File: config.mk
export PLATFORM = sky130hd
export DESIGN_NAME = flappy_collision_scorer_flat
export DESIGN_NICKNAME = d
export VERILOG_FILES = /design/src/rtl/flappy_collision_scorer_pkg.sv /design/src/rtl/flappy_collision_scorer_if.sv /design/src/rtl/flappy_collision_scorer_bcd_counter3.sv /design/src/rtl/flappy_collision_scorer.sv /design/src/flat_wrapper.sv
export SDC_FILE = /design/constraint.sdc
export NUM_CORES = 1
export LEC_CHECK = 0
export CELL_PAD_IN_SITES_DETAIL_PLACEMENT = 0
export CELL_PAD_IN_SITES_GLOBAL_PLACEMENT = 1
export CORE_ASPECT_RATIO = 0.9
export CORE_MARGIN = 2
export CORE_UTILIZATION = 33
export CTS_CLUSTER_DIAMETER = 200
export DETAILED_ROUTE_END_ITERATION = 10
export PLACE_DENSITY_LB_ADDON = 0.08
export SYNTH_ARGS = -nofsm -noshare
export SYNTH_HDL_FRONTEND = slang
export SYNTH_SLANG_ARGS = --single-unit
File: constraint.sdc
create_clock -name clk -period 5.8 [get_ports clk]
set_input_delay 1.16 -clock clk [delete_from_list [all_inputs] [get_ports clk]]
set_output_delay 1.16 -clock clk [all_outputs]
set_load 0.02 [all_outputs]
File: src/rtl/flappy_collision_scorer_pkg.sv
// Shared game constants, the game-state enum and a packed-BCD increment helper.
package flappy_collision_scorer_pkg;

    localparam int SCREEN_W       = 640;
    localparam int SCREEN_H       = 480;
    localparam int OBSTACLE_WIDTH = 40;
    localparam int BIRD_X         = 160;
    localparam int BIRD_SIZE      = 16;
    localparam int HOLD_TICKS     = 60;

    localparam logic [11:0] BCD_MAX = 12'h999;

    typedef enum logic [1:0] {
        IDLE    = 2'd0,
        PLAYING = 2'd1,
        DEAD    = 2'd2
    } game_state_t;

    // Three-digit packed BCD increment that saturates at 999.
    function automatic logic [11:0] bcd_inc3(input logic [11:0] q);
        logic [11:0] r;
        r = q;
        if (q == BCD_MAX) begin
            r = q;
        end else if (q[3:0] != 4'd9) begin
            r[3:0] = q[3:0] + 4'd1;
        end else begin
            r[3:0] = 4'd0;
            if (q[7:4] != 4'd9) begin
                r[7:4] = q[7:4] + 4'd1;
            end else begin
                r[7:4]  = 4'd0;
                r[11:8] = q[11:8] + 4'd1;
            end
        end
        return r;
    endfunction

endpackage

File: src/rtl/flappy_collision_scorer_if.sv
// Game-state bus between the obstacle/bird side (master) and the scorer (slave).
interface flappy_collision_scorer_if;

    logic        tick;
    logic        start;
    logic [8:0]  bird_y;
    logic [9:0]  obs_x;
    logic [8:0]  obs_y_top;
    logic [8:0]  obs_y_bot;
    logic        playing;
    logic        game_over;
    logic        collision;
    logic        obstacle_restart;
    logic [11:0] score_bcd;
    logic [11:0] hi_score_bcd;

    modport master (
        output tick, start, bird_y, obs_x, obs_y_top, obs_y_bot,
        input  playing, game_over, collision, obstacle_restart, score_bcd, hi_score_bcd
    );

    modport slave (
        input  tick, start, bird_y, obs_x, obs_y_top, obs_y_bot,
        output playing, game_over, collision, obstacle_restart, score_bcd, hi_score_bcd
    );

endinterface

File: src/rtl/flappy_collision_scorer_bcd_counter3.sv
// Three-digit packed-BCD counter with synchronous clear and saturation at 999.
module bcd_counter3
    import flappy_collision_scorer_pkg::*;
(
    input  logic        clk,
    input  logic        reset,
    input  logic        i_clr,
    input  logic        i_inc,
    output logic [11:0] o_q
);

    logic [11:0] r_q;

    // Clear has priority over increment; increment saturates inside bcd_inc3.
    always_ff @(posedge clk) begin
        if (reset) begin
            r_q <= 12'h000;
        end else if (i_clr) begin
            r_q <= 12'h000;
        end else if (i_inc) begin
            r_q <= bcd_inc3(r_q);
        end
    end

    assign o_q = r_q;

endmodule

File: src/rtl/flappy_collision_scorer.sv
// Flappy game controller: collision detection, BCD scoring and IDLE/PLAYING/DEAD FSM.
module flappy_collision_scorer #(
    parameter int BIRD_X         = flappy_collision_scorer_pkg::BIRD_X,
    parameter int BIRD_SIZE      = flappy_collision_scorer_pkg::BIRD_SIZE,
    parameter int OBSTACLE_WIDTH = flappy_collision_scorer_pkg::OBSTACLE_WIDTH,
    parameter int HOLD_TICKS     = flappy_collision_scorer_pkg::HOLD_TICKS
) (
    input  logic                      clk,
    input  logic                      reset,
    flappy_collision_scorer_if.slave  io_game
);

    import flappy_collision_scorer_pkg::*;

    localparam int HOLD_W = $clog2(HOLD_TICKS + 1);

    localparam logic [10:0]       C_BIRD_X    = 11'(BIRD_X);
    localparam logic [10:0]       C_BIRD_SIZE = 11'(BIRD_SIZE);
    localparam logic [10:0]       C_OBS_W     = 11'(OBSTACLE_WIDTH);
    localparam logic [10:0]       C_SCREEN_H  = 11'(SCREEN_H);
    localparam logic [HOLD_W-1:0] C_HOLD      = HOLD_W'(HOLD_TICKS);
    localparam logic [HOLD_W-1:0] C_HOLD_ZERO = {HOLD_W{1'b0}};
    localparam logic [HOLD_W-1:0] C_HOLD_ONE  = HOLD_W'(1);

    game_state_t       r_state;
    logic              r_playing;
    logic              r_game_over;
    logic              r_collision;
    logic              r_obstacle_restart;
    logic [11:0]       r_hi_score;
    logic [HOLD_W-1:0] r_hold;
    logic [9:0]        r_prev_x;
    logic              r_scored;

    logic [10:0] w_bird_y;
    logic [10:0] w_obs_x;
    logic [10:0] w_obs_top;
    logic [10:0] w_obs_bot;
    logic        w_x_overlap;
    logic        w_hit;
    logic        w_clear_pos;
    logic        w_new_obs;
    logic        w_play_tick;
    logic        w_fatal;
    logic        w_score_inc;
    logic        w_enter;
    logic [11:0] w_score;

    // All geometry is widened to 11 bits so no sum can wrap.
    assign w_bird_y  = {2'b00, io_game.bird_y};
    assign w_obs_x   = {1'b0, io_game.obs_x};
    assign w_obs_top = {2'b00, io_game.obs_y_top};
    assign w_obs_bot = {2'b00, io_game.obs_y_bot};

    // Bottom-pipe test is rearranged as y+size+bot > H so 480-obs_y_bot is never formed.
    assign w_x_overlap = ((C_BIRD_X + C_BIRD_SIZE) > w_obs_x) && (C_BIRD_X < (w_obs_x + C_OBS_W));
    assign w_hit       = (w_x_overlap && (w_bird_y < w_obs_top))
                       || (w_x_overlap && ((w_bird_y + C_BIRD_SIZE + w_obs_bot) > C_SCREEN_H))
                       || ((w_bird_y + C_BIRD_SIZE) >= C_SCREEN_H);
    assign w_clear_pos = (w_obs_x + C_OBS_W) <= C_BIRD_X;
    assign w_new_obs   = io_game.obs_x > r_prev_x;

    // Per-cycle event decode: game entry, fatal tick, and score increment (hit wins).
    always_comb begin
        w_play_tick = 1'b0;
        w_fatal     = 1'b0;
        w_score_inc = 1'b0;
        w_enter     = 1'b0;
        case (r_state)
            IDLE: begin
                w_enter = io_game.start;
            end
            PLAYING: begin
                w_play_tick = io_game.tick;
                w_fatal     = io_game.tick && w_hit;
                w_score_inc = io_game.tick && !w_hit && !r_scored && w_clear_pos;
            end
            DEAD: begin
                if (r_hold == C_HOLD_ZERO) begin
                    w_enter = io_game.start;
                end else begin
                    w_enter = 1'b0;
                end
            end
            default: begin
                w_enter = 1'b0;
            end
        endcase
    end

    bcd_counter3 u_score (
        .clk   (clk),
        .reset (reset),
        .i_clr (w_enter),
        .i_inc (w_score_inc),
        .o_q   (w_score)
    );

    // Game FSM with registered status/pulse outputs, hold timer, prev_x and scored flag.
    always_ff @(posedge clk) begin
        if (reset) begin
            r_state            <= IDLE;
            r_playing          <= 1'b0;
            r_game_over        <= 1'b0;
            r_collision        <= 1'b0;
            r_obstacle_restart <= 1'b0;
            r_hi_score         <= 12'h000;
            r_hold             <= C_HOLD_ZERO;
            r_prev_x           <= 10'd0;
            r_scored           <= 1'b0;
        end else begin
            r_collision        <= 1'b0;
            r_obstacle_restart <= 1'b0;
            if (w_enter) begin
                r_state            <= PLAYING;
                r_playing          <= 1'b1;
                r_game_over        <= 1'b0;
                r_obstacle_restart <= 1'b1;
                r_scored           <= 1'b0;
            end else begin
                case (r_state)
                    IDLE: begin
                        r_state <= IDLE;
                    end
                    PLAYING: begin
                        if (w_play_tick) begin
                            r_prev_x <= io_game.obs_x;
                            if (w_fatal) begin
                                r_state     <= DEAD;
                                r_playing   <= 1'b0;
                                r_game_over <= 1'b1;
                                r_collision <= 1'b1;
                                r_hold      <= C_HOLD;
                                if (w_score > r_hi_score) begin
                                    r_hi_score <= w_score;
                                end
                            end else if (w_score_inc) begin
                                r_scored <= 1'b1;
                            end else if (w_new_obs) begin
                                r_scored <= 1'b0;
                            end
                        end
                    end
                    DEAD: begin
                        if (io_game.tick && (r_hold != C_HOLD_ZERO)) begin
                            r_hold <= r_hold - C_HOLD_ONE;
                        end
                    end
                    default: begin
                        r_state     <= IDLE;
                        r_playing   <= 1'b0;
                        r_game_over <= 1'b0;
                    end
                endcase
            end
        end
    end

    assign io_game.playing          = r_playing;
    assign io_game.game_over        = r_game_over;
    assign io_game.collision        = r_collision;
    assign io_game.obstacle_restart = r_obstacle_restart;
    assign io_game.score_bcd        = w_score;
    assign io_game.hi_score_bcd     = r_hi_score;

endmodule

File: src/flat_wrapper.sv
// flat-port wrapper written by rule: the top's interface ports become plain ports
module flappy_collision_scorer_flat import flappy_collision_scorer_pkg::*;
#(
    parameter int BIRD_X         = flappy_collision_scorer_pkg::BIRD_X,
    parameter int BIRD_SIZE      = flappy_collision_scorer_pkg::BIRD_SIZE,
    parameter int OBSTACLE_WIDTH = flappy_collision_scorer_pkg::OBSTACLE_WIDTH,
    parameter int HOLD_TICKS     = flappy_collision_scorer_pkg::HOLD_TICKS
)
  (clk, reset, io_game_tick, io_game_start, io_game_bird_y, io_game_obs_x, io_game_obs_y_top, io_game_obs_y_bot, io_game_playing, io_game_game_over, io_game_collision, io_game_obstacle_restart, io_game_score_bcd, io_game_hi_score_bcd);
  flappy_collision_scorer_if io_game_i ();
  input  logic clk;
  input  logic reset;
  input wire logic [$bits(io_game_i.tick)-1:0] io_game_tick;
  input wire logic [$bits(io_game_i.start)-1:0] io_game_start;
  input wire logic [$bits(io_game_i.bird_y)-1:0] io_game_bird_y;
  input wire logic [$bits(io_game_i.obs_x)-1:0] io_game_obs_x;
  input wire logic [$bits(io_game_i.obs_y_top)-1:0] io_game_obs_y_top;
  input wire logic [$bits(io_game_i.obs_y_bot)-1:0] io_game_obs_y_bot;
  output wire logic [$bits(io_game_i.playing)-1:0] io_game_playing;
  output wire logic [$bits(io_game_i.game_over)-1:0] io_game_game_over;
  output wire logic [$bits(io_game_i.collision)-1:0] io_game_collision;
  output wire logic [$bits(io_game_i.obstacle_restart)-1:0] io_game_obstacle_restart;
  output wire logic [$bits(io_game_i.score_bcd)-1:0] io_game_score_bcd;
  output wire logic [$bits(io_game_i.hi_score_bcd)-1:0] io_game_hi_score_bcd;
  assign io_game_i.tick = io_game_tick;
  assign io_game_i.start = io_game_start;
  assign io_game_i.bird_y = io_game_bird_y;
  assign io_game_i.obs_x = io_game_obs_x;
  assign io_game_i.obs_y_top = io_game_obs_y_top;
  assign io_game_i.obs_y_bot = io_game_obs_y_bot;
  assign io_game_playing = io_game_i.playing;
  assign io_game_game_over = io_game_i.game_over;
  assign io_game_collision = io_game_i.collision;
  assign io_game_obstacle_restart = io_game_i.obstacle_restart;
  assign io_game_score_bcd = io_game_i.score_bcd;
  assign io_game_hi_score_bcd = io_game_i.hi_score_bcd;
  flappy_collision_scorer #(.BIRD_X(BIRD_X), .BIRD_SIZE(BIRD_SIZE), .OBSTACLE_WIDTH(OBSTACLE_WIDTH), .HOLD_TICKS(HOLD_TICKS)) u_core (.clk(clk), .reset(reset), .io_game(io_game_i));
endmodule
---- After elaboration in Yosys (flattened, before gate mapping) ----
Index checks and enable logic that the tools add are counted.
operators by class
  order comparisons ....................... 8
  bitwise gates (word level) .............. 9
  eq/ne operators ......................... 12
  reduce and logical (&&, ||, !) cells .... 31
  multiplexer cells ....................... 26
  $add $sub $neg .......................... 7
operators by type and width
  kind                                                                 number
  2-to-1 mux 6 bit                                                     3
  AND reduction 3 bit                                                  6
  2-to-1 mux 1 bit                                                     14
  adder 4 x 1 -> 4 bit (second input constant)                         3
  == test 12 bit (second input constant)                               1
  greater-than comparator 12 bit                                       1
  one-hot mux 6 bit (2 select lines)                                   1
  adder 10 x 6 -> 11 bit (second input constant)                       1
  adder 11 x 9 -> 11 bit                                               1
  greater-or-equal comparator 11 x 9 -> 1 bit (second input constant)  1
  greater-than comparator 11 x 9 -> 1 bit (second input constant)      1
  less-or-equal comparator 11 x 8 -> 1 bit (second input constant)     1
  < comparator 8 x 11 -> 1 bit (first input constant)                  1
  adder 9 x 5 -> 10 bit (second input constant)                        1
  greater-than comparator 10 bit                                       1
  greater-than comparator 8 x 10 -> 1 bit (first input constant)       1
  AND reduction 5 bit                                                  2
  < comparator 9 bit                                                   1
  inverter 1 bit                                                       9
  logical AND 1 bit                                                    8
  2-to-1 mux 4 bit                                                     2
  != test 2 x 1 -> 1 bit (second input constant)                       4
  != test 4 bit (second input constant)                                2
  AND reduction 4 bit                                                  2
  17 further kinds                                                     25
word-level totals
  input port bits ......................... 41
  register bits ........................... 47

---- Longest topological paths before layout ----
Gate-level depths: netlist of the first run.
  depth in word-level cells ............... 13
  gate-level depth with buffers ........... 14

---- Cells and area by module ----
Synthesis of the first run repeated with hierarchy kept, for this count alone.
second synthesis, totals
  cells, all modules ...................... 428
  area, all modules ....................... 3569.7 sq um
modules (own cells, without submodules)
  module                   area each (sq um)  times used  cells each
  flappy_collision_scorer  2947.8             1           356
  bcd_counter3             621.8              1           72

---- Least setup slack after synthesis of the first run ----
Ideal clock, no wire load.
  kind .................................... input to register
  start ................................... in io_game_bird_y[4]
  end ..................................... reg u_core.r_scored
  setup slack ............................. 2.035 ns
  stages .................................. 11
  library setup time ...................... 0.132 ns
  path buffers ............................ 0
  data required time ...................... 5.668 ns
  data arrival time ....................... 3.633 ns
  cell sequence ........................... ha_1 -> xor2_1 -> ha_1 -> a21o_1 -> a21o_1 -> a21oi_1 -> a311o_1 -> o22ai_4 -> or3_4 -> o41ai_2 -> a21oi_1
between the ends
  word-level cells in the longest chain between the ends .. 13
  elaborated cells on any way between the ends .. 20
  classes of those cells .................. 2 x add/sub; 3 x order compare; 3 x mux; 1 x bitwise; 11 x reduce/logical
RTL lines
  element                                  RTL line                                                      source
  start, declared                          flat_wrapper.sv:15                                            input wire logic [$bits(io_game_i.bird_y)-1:0] io_game_bird_y;
  adder 9 x 5 -> 10 bit                    flappy_collision_scorer.sv:58, flappy_collision_scorer.sv:59
  adder 11 x 9 -> 11 bit                   flappy_collision_scorer.sv:58                                 || (w_x_overlap && ((w_bird_y + C_BIRD_SIZE + w_obs_bot) > C_SCREEN_H))
  greater-than comparator 11 x 9 -> 1 bit  flappy_collision_scorer.sv:58
  logical AND 1 bit                        flappy_collision_scorer.sv:58
  logical OR 1 bit                         flappy_collision_scorer.sv:58
  logical OR 1 bit *                       flappy_collision_scorer.sv:59                                 || ((w_bird_y + C_BIRD_SIZE) >= C_SCREEN_H);
  logical NOT 1 bit                        flappy_collision_scorer.sv:76                                 w_score_inc = io_game.tick && !w_hit && !r_scored && w_clear_pos;
  logical AND 1 bit (3 in series)          flappy_collision_scorer.sv:76
  2-to-1 mux 1 bit                         flappy_collision_scorer.sv:69                                 case (r_state)
  nonzero test 2 bit (no line)             -
  AND reduction 4 bit (no line)            -
  end signal, assigned                     flappy_collision_scorer.sv:110                                r_scored <= 1'b0;
  end signal, assigned                     flappy_collision_scorer.sv:119                                r_scored <= 1'b0;
  end signal, assigned                     flappy_collision_scorer.sv:138                                r_scored <= 1'b1;
  end, declared                            flappy_collision_scorer.sv:33                                 logic r_scored;
Every way passes the cells marked *; elsewhere a longest branch is shown, timed or not.
A chain may end at the register's enable or synchronous reset.

---- Worst setup path after layout of the first run ----
  start ................................... in io_game_bird_y[4]
  end ..................................... reg u_core.u_score.r_q[2], in the netlist u_core.u_score.o_q[2]
between the ends
  word-level cells in the longest chain between the ends .. 12
  elaborated cells on any way between the ends .. 15
  classes of those cells .................. 2 x add/sub; 3 x order compare; 1 x mux; 9 x reduce/logical
RTL lines
  element                                  RTL line                                                      source
  adder 9 x 5 -> 10 bit                    flappy_collision_scorer.sv:58, flappy_collision_scorer.sv:59
  adder 11 x 9 -> 11 bit                   flappy_collision_scorer.sv:58
  greater-than comparator 11 x 9 -> 1 bit  flappy_collision_scorer.sv:58
  logical AND 1 bit                        flappy_collision_scorer.sv:58
  logical OR 1 bit                         flappy_collision_scorer.sv:58
  logical OR 1 bit *                       flappy_collision_scorer.sv:59
  logical NOT 1 bit *                      flappy_collision_scorer.sv:76
  logical AND 1 bit * (3 in series)        flappy_collision_scorer.sv:76
  2-to-1 mux 1 bit *                       flappy_collision_scorer.sv:69
  AND reduction 2 bit (no line) *          -
  end signal, assigned                     flappy_collision_scorer_bcd_counter3.sv:21                    r_q <= bcd_inc3(r_q);
  end, declared                            flappy_collision_scorer_bcd_counter3.sv:12                    logic [11:0] r_q;
Marked as above.

==> results of run 1 <==
==> kinds of logic (layout without fill, tap and decap cells) <==
group	count (synthesis)	count (layout)	synth area share (%)
buffers and inverters	63	128	6.80
adders and majority gates	49	49	16.9
AOI/OAI and AO/OA	103	103	19.8
and+or+nand+nor	152	152	23.6
xor gates and xnor gates	15	15	3.57
DFF	47	47	25.6
muxes	14	14	3.81
==> per-stage QoR <==
step	instance area (µm²)	setup slack, ns	hold WS (ns)	total power (W)	instances
floorplan	3680	2.03	0.436	0.000457	443
global placement	4510	1.06	0.444	0.000523	653
detailed placement	4510	0.969	0.448	0.000524	653
CTS	4670	1.26	0.457	0.000852	660
global route	4670	1.00	0.475	0.000889	660
finish	4670	1.24	0.456	0.000840	660
==> flip-flops by register name, summed over array words and instances, names as in the netlist <==
register	count
u_core.r_hold	6
u_core.io_game.playing	1
u_core.io_game.obstacle_restart	1
u_core.r_scored	1
u_core.io_game.hi_score_bcd	12
u_core.io_game.game_over	1
u_core.r_state	2
u_core.u_score.o_q	12
u_core.io_game.collision	1
u_core.r_prev_x	10
==> power by group through the flow <==
stage | Combinational (W) | Clock, W | Sequential [W]
6_report | 0.000179 | 0.000325 | 0.000336
5_1_grt | 0.000202 | 0.000350 | 0.000337
4_1_cts | 0.000181 | 0.000335 | 0.000336
3_5_place_dp | 0.000180 | 0 | 0.000344
3_3_place_gp | 0.000180 | 0 | 0.000343
2_1_floorplan | 0.000112 | 0 | 0.000345
==> final cells by class <==
| cell class | count | share of cell area [%] |
|---|---|---|
| inverters | 51 | 4.10 |
| repair buffers | 70 | 14.9 |
| multi-input cells | 333 | 53.3 |
| well taps | 152 | 4.07 |
| flip-flops and latches | 47 | 20.1 |
| clock inverters | 2 | 0.804 |
| clock buffers | 5 | 2.68 |
==> metal layers <==
layer	up-vias	track usage (%)	share of wire (%)
li1	1686	-	-
met1	1481	20.6	52
met2	49	23.1	44
met3	5	2.97	3.2
met4	0	2.58	0.68
met5	-	0	0
==> worst max-delay path, stage by stage <==
cell and delay (ns):
sky130_fd_sc_hd__clkdlybuf4s50_1 0.58, sky130_fd_sc_hd__ha_1 0.22, sky130_fd_sc_hd__xor2_1 0.19, sky130_fd_sc_hd__ha_1 0.32, sky130_fd_sc_hd__a21o_1 0.20, sky130_fd_sc_hd__a21o_1 0.17
sky130_fd_sc_hd__a21oi_1 0.29, sky130_fd_sc_hd__a311o_1 0.27, sky130_fd_sc_hd__o22ai_4 0.13, sky130_fd_sc_hd__nor4b_2 0.84, sky130_fd_sc_hd__a21oi_1 0.14, sky130_fd_sc_hd__o21a_1 0.22
==> cells in the final DEF, fill, tap and decap left out, drive strengths merged, types with 14 or more instances in the layout <==
master and n:
a21oi 40, clkdlybuf4s50 68, dfxtp 47, ha 48, inv 51, mux2i 14, nand2 37, nand2b 30
nor2 16
==> worst paths after layout <==
path	startpoint	endpoint
max	io_game_bird_y[4]	u_core.u_score.o_q[2]
min	u_core.r_prev_x[1]	u_core.r_prev_x[1]
max reg2reg	u_core.r_state[0]	u_core.u_score.o_q[2]
min reg2reg	u_core.r_prev_x[1]	u_core.r_prev_x[1]
==> results list, run 1 <==
- The flow ran to the end, and the final reports show no timing, DRC or antenna violations.
- For this run, the register share of the synthesized area comes to 25.6%.
* CP endpoint kind: flip-flop
- Using the TritonRoute via totals, the vias-per-cell ratio works out to slightly below 5.
- Vias in the first global route: between 3000 and 4000
- GP Congestion: 0.768
- The share of synthesized area in the top cell type comes to 25.6%.
- Cell Int Power: 0.000620 W
* Share of cells above drive strength 1: 5.31%
- Drt total wl: ~8500 µm
- DR vias: ~3200
- The worst setup path is launched from an input port.
- Setup-failing EPs final: 0
- Most common library cells after synthesis: 51 x sky130_fd_sc_hd__inv_1, 48 x sky130_fd_sc_hd__ha_1, 47 x sky130_fd_sc_hd__dfxtp_1, 40 x sky130_fd_sc_hd__a21oi_1, 37 x sky130_fd_sc_hd__nand2_1
- CP Max Fanout: 11
- At the later pin of the worst-skew pair, clock insertion delay measures slightly below 0.3 ns.
* Static power due to leakage: between 1.5 and 2 nW
* Diodes inserted: 0
- Net count of the finished layout: around 600
- Net switching share of the total power: about a quarter
- Final core area utilization: a little over two fifths
- Combinational cells account for between 20% and 30% of the total power.
- Initial antenna violation count: 0
- Relative to the synthesized area, the layout overhead comes to 26.9%.
* Number of cells traversed by the worst register-to-register path: 7
- Number of buffers between clock root and the deepest sink: 2
- Global routing consumed, over all layers together, between 10% and 20% of the routing resources.
- Once the floorplan was initialized, standard cells occupied 33.9% of the core.
- The first global-routing pass estimated 14500 µm of wire.
* Post-synthesis instance area: 3680 µm²
* Synthesized netlist net count: approximately 530
- Synthesis produced a netlist whose cell count is roughly 440.
* 1st-pass router iterations: 4
- The total overflow left after global routing is 0.
- Proportion of power drawn by the clock network: between 30% and 40%
- Max-slew headroom: around two fifths
- Combined flip-flop and latch cell area: 941 µm²
* Unrepaired setup endpoints after global routing: false
- Number of max-slew violations in the final report: 0
- Clock tree from TritonCTS: done
* Number of different library cells in the post-synthesis netlist: 64
- Residual DRC count: 0
- The most common cell in the synthesized netlist is sky130_fd_sc_hd__inv_1.
- The final number of hold-violating endpoints came to 0.
* Critical Path RT: ~6 ns
- The path class of the tightest hold or removal check is flip-flop to flip-flop.
* Area enclosed by the die boundary: 12000 µm²
* Library cell occupying the most area in the post-synthesis netlist: sky130_fd_sc_hd__dfxtp_1
- For this design the ratio of total power to cell area is 180 nW/µm².
- Tcrit/Tclk final: between 70 and 80%
- VDD sags by at most approximately 0.000099 V.
- Across the routed clock network, the largest skew measured is 0.00600 ns.
* Maximum capacitance violations: 0
- In this run, the number of DRC markers left after iteration 0 of detailed routing was 131.
* Total clock sinks: 47
- Total of hold buffers inserted after clock tree synthesis: 0
- After layout, the minimum clock period comes to between 4 and 5 ns.
- Detailed placement finished with a half-perimeter wire length of 6690 µm.
- Wire length per cell after detailed routing: roughly 13 µm
* Number of buffers inserted to repair setup after CTS: 0
* Width of the die: around 120 µm
- In the final timing run, aggregate negative setup slack is 0 ns.
* Inserted Clock Buffers: 5
* Placement Rows: 36
- Std-Cell Core Area: around 11000 µm²
- After filler insertion, the fill cell instance count of the layout stands at roughly 1100.
- From bottom edge to top edge, the die measures between 100 and 150 µm.
- CTS Root Cell: sky130_fd_sc_hd__clkbuf_16
* Leading register cell type out of synthesis: sky130_fd_sc_hd__dfxtp_1
- The critical path in this run is classified as input port to flip-flop.
- just under 70 I/O pins were placed.
- Counting flops with an async set or reset pin after synthesis yields a share of 0%.
- CTS built an H-tree with a depth of 2.
- Count of yosys warnings during synthesis: 0
- Flip-flop and latch count after synthesis: between 40 and 50
- Post-synthesis area per instance: about 8.3 µm²
- Sequential share of power: ~40%
- EDFF count, synth: 0
- The detail route stage leaves a number of antenna-violating nets equal to 0.
- Entering global routing, the biggest net connects 46 pins.
- Maximum clock frequency: between 200 and 250 MHz
* Switching power of the nets: about 0.00022 W
- STA puts the critical path data arrival time at ~4.7 ns.
- After clock tree synthesis, the clock-pin slew on the worst setup and hold paths is roughly 0.070 ns.
* Cell count of the worst hold path: 2
- CTS resizes: 0
- Leading cell types by total area after synthesis: sky130_fd_sc_hd__dfxtp_1 26%, sky130_fd_sc_hd__ha_1 16%, sky130_fd_sc_hd__a21oi_1 5.4%
- Port buffering added 68 buffers.
* Area of the multi-input gates: between 2000 and 2500 µm²
* Transition at the pin with the smallest max-transition slack: about 0.92 ns
- Worst setup slack for register-to-register paths: 3.04 ns
Power figures use the tool's default switching activity.
==> run 2: changes to the inputs <==
==> constraint.sdc (replaced) <==
create_clock -name clk -period 4.6 [get_ports clk]
set_input_delay 0.92 -clock clk [delete_from_list [all_inputs] [get_ports clk]]
set_output_delay 0.92 -clock clk [all_outputs]
set_load 0.02 [all_outputs]
==> run 2 against run 1 <==
Compared with the run above:
- global-route usage down 0.11 points
- register-to-register slack worse by 0.91 ns
- power up 30%
- sequential share of layout area decreased by 0.16 points
- first-iteration DRC count down 11%
- combinational power up 26%
- largest cell class unchanged
- critical endpoint is now u_core.r_scored
- sequential power increased by 26%
- flip-flop and latch count stayed put
- routed wire length down 0.58%
- clock skew about the same
==> results list, run 2 (same netlist as run 1, synthesis figures left out) <==
* Number of top-level design ports: 69 (unchanged)
* Worst Hold Endpoint: u_core.r_prev_x[8] (was u_core.r_prev_x[1])
* Worst-Skew Late Latency: 0.29 ns (about the same)
- The most common cell after layout, fill and taps aside is sky130_fd_sc_hd__clkdlybuf4s50_1 (unchanged).
- The post-route antenna net violation count was 0 (unchanged).
* Inserted Clock Buffers: 5 (unchanged)
- Vias in the first global route: 3118 (was 3109)
* Area enclosed by the die boundary: 12000 µm² (unchanged)
* Area of the multi-input gates: 2490 µm² (unchanged)
- The post-CTS setup-driven buffer insertion count came to 0 (unchanged).
* Width of the die: 115 µm (unchanged)
* Placement Rows: 36 (unchanged)
* Total clock sinks: 47 (unchanged)
- Number of buffers inserted by port buffering: 68 (unchanged)
- Type of the setup path with the least slack: input port to flip-flop (unchanged)
- Grt ovf: 0 (unchanged)
- The remaining routing DRC violations is 0 (unchanged).
- The type of destination of the critical path was a flip-flop (unchanged).
* Cell count of the worst hold path: 2 (unchanged)
- Max-slew headroom: 45.6% (was 38.7%)
- Number of H-tree levels: 2 (unchanged)
- Aggregate negative setup slack: 0 ns (unchanged)
* Static power due to leakage: 1.83 nW (was 1.80 nW)
* Clock tree from TritonCTS: done (unchanged)
* Startpoint of the lowest-slack hold path: u_core.r_prev_x[8] (was u_core.r_prev_x[1])
- The worst path arrival time came to 4.20 ns (was 4.74 ns).
- Based on the critical path, the design can be clocked at up to approximately 250 MHz.
* Iteration-0 DRC count of the detailed router: 117 (was 131)
- First-pass GRT wire length: 14400 µm (was 14500 µm)
- Transition at the pin with the smallest max-transition slack: 0.805 ns (was 0.918 ns)
- Share of cells above drive strength 1: 6.05% (was 5.31%)
- Commonest non-fill, non-tap cells in the layout: 68 x sky130_fd_sc_hd__clkdlybuf4s50_1, 51 x sky130_fd_sc_hd__inv_1, 48 x sky130_fd_sc_hd__ha_1, 47 x sky130_fd_sc_hd__dfxtp_1, 40 x sky130_fd_sc_hd__a21oi_1 (unchanged)
- The launch point of the worst reg-to-reg path is u_core.u_score.o_q[5] (was u_core.r_state[0]).
* Initial antenna violation count: 0 (unchanged)
* Setup-failing EPs final: 0 (unchanged)
- CTS Root Cell: sky130_fd_sc_hd__clkbuf_16 (unchanged)
- The area added between synthesis and finish came to 27.9% (was 26.9%).
- The max capacitance violation total was 0 (unchanged).
* Critical Path RT: 4.75 ns (was 5.98 ns)
- Post-detailed-route via-to-cell ratio: 4.86 (was 4.88)
* Number of cells traversed by the worst register-to-register path: 9 (was 7)
* Dpl hpwl: 6710 µm (was 6690 µm)
* Max Clock Skew: 0.00610 ns (was 0.00600 ns)
- The number of hold buffers added after cts is 0 (unchanged).
- Tcrit/Tclk final: between 80 and 90%
- The final instance count without filler cells came to 664 (was 660).
* Net count of the finished layout: 601 (was 598)
- Critical register-to-register path endpoint: u_core.io_game.hi_score_bcd[3] (was u_core.u_score.o_q[2])
* Final Hold Viols: 0 (unchanged)
- The number of gates given a new drive strength after cts was 0 (unchanged).
- Number of max-slew violations in the final report: 0 (unchanged)
* Wire length per cell after detailed routing: 12.7 µm (was 12.8 µm)
* Std-Cell Core Area: 10900 µm² (unchanged)
- Result of the run: finished, final reports clean (unchanged).
- CTS clock-pin slew for the worst setup and hold paths: 0.07 ns (about the same)
- Number of buffers between clock root and the deepest sink: 2 (unchanged)
- Largest voltage drop on the vdd net: 0.000136 V (was 0.0000990 V)
- The class of the most critical hold timing path is flip-flop to flip-flop (unchanged).
- The type of origin of the critical path is an input port (unchanged).
- Combined flip-flop and latch cell area: 941 µm² (unchanged)
- The final estimated routing congestion in global placement was 0.764 (was 0.768).
- The worst path in the final design needs a cycle of 4.05 ns, including I/O delays and setup.
- DR vias: 3224 (was 3221)
- The floorplan die height was 104 µm (unchanged).
- Drt total wl: 8420 µm (was 8470 µm)
- Largest net degree at the start of global routing: 46 (unchanged)
* Worst setup slack for register-to-register paths: 2.13 ns (was 3.04 ns)
- Areal power density over the cells: 231 nW/µm² (was 180 nW/µm²)
- Number of fill cells in the layout: 1105 (was 1103)
* Instance count after placement with tap cells included: 656 (was 653)
- Global-route usage over all layers: 14.5% (was 14.6%)
- Diodes inserted: 0 (unchanged)
* 1st-pass router iterations: 7 (was 4)
* CP Max Fanout: 8 (was 11)
- Unrepaired setup endpoints after global routing: false (unchanged)
- The initial core utilization was 33.9% (unchanged).
[run 2: changes by cell type in the layout (fill, tap and decap cells not counted)]
cell / before / now
sky130_fd_sc_hd__clkinvlp_4: 1 / 0
sky130_fd_sc_hd__clkbuf_8: 0 / 1
sky130_fd_sc_hd__buf_4: 2 / 5
sky130_fd_sc_hd__inv_6: 0 / 1
[run 2: stage by stage]
step	hold WS, ns	setup slack, ns	util [%]	total power [W]	cell area [µm²]
2_1_floorplan	0.436	1.07	-	0.000576	3680
3_3_place_gp	0.443	0.331	41.7	0.000658	4530
3_5_place_dp	0.448	0.236	41.7	0.000660	4530
4_1_cts	0.458	0.544	43.4	0.00110	4710
5_1_grt	0.490	0.312	43.4	0.00115	4710
6_report	0.455	0.555	43.4	0.00109	4710
[run 2: layout make-up]
type	instances	share of cell area (%)
sequential	47	20.0
clock buffer	6	2.95
inverter	51	4.07
tap	152	4.04
timing repair buffer	73	15.3
clock inverter	2	0.824
multi-input combinational	333	52.9
[run 2: worst max-delay path by stage]
stage	startpoint	to	slack [ns]	depth (start not counted)
after floorplan	io_game_bird_y[4]	u_core.r_scored	1.07	11
after global placement	io_game_bird_y[4]	u_core.r_scored	0.33	12
after detailed placement	io_game_bird_y[4]	u_core.r_scored	0.24	12
after CTS	io_game_bird_y[4]	u_core.r_scored	0.54	12
after global routing	io_game_bird_y[4]	u_core.r_scored	0.31	12
final	io_game_bird_y[4]	u_core.r_scored	0.55	12
[run 2: critical path: stages]
cell and delay (ns):
sky130_fd_sc_hd__clkdlybuf4s50_1 0.58, sky130_fd_sc_hd__ha_1 0.22, sky130_fd_sc_hd__xor2_1 0.20, sky130_fd_sc_hd__ha_1 0.32, sky130_fd_sc_hd__a21o_1 0.21, sky130_fd_sc_hd__a21o_1 0.17
sky130_fd_sc_hd__a21oi_1 0.28, sky130_fd_sc_hd__a311o_1 0.28, sky130_fd_sc_hd__o22ai_4 0.13, sky130_fd_sc_hd__or3_4 0.44, sky130_fd_sc_hd__o41ai_2 0.34, sky130_fd_sc_hd__a21oi_1 0.10
[run 2: power breakdown]
part           switching [W]  internal [W]  total [W]
logic               0.000114      0.000111   0.000225
registers         0.00000737      0.000417   0.000424
clock network       0.000167      0.000274   0.000441
total               0.000288      0.000802    0.00109
[run 2: per-layer routing]
metal | wire length, µm | GRT usage [%] | up-vias | part of all wire (%)
li1 | - | - | 1690 | -
met1 | 4380 | 20.1 | 1468 | 52
met2 | 3630 | 23.0 | 56 | 43
met3 | 315 | 2.91 | 10 | 3.7
met4 | 88 | 3.18 | 0 | 1.0
met5 | 0 | 0 | - | 0
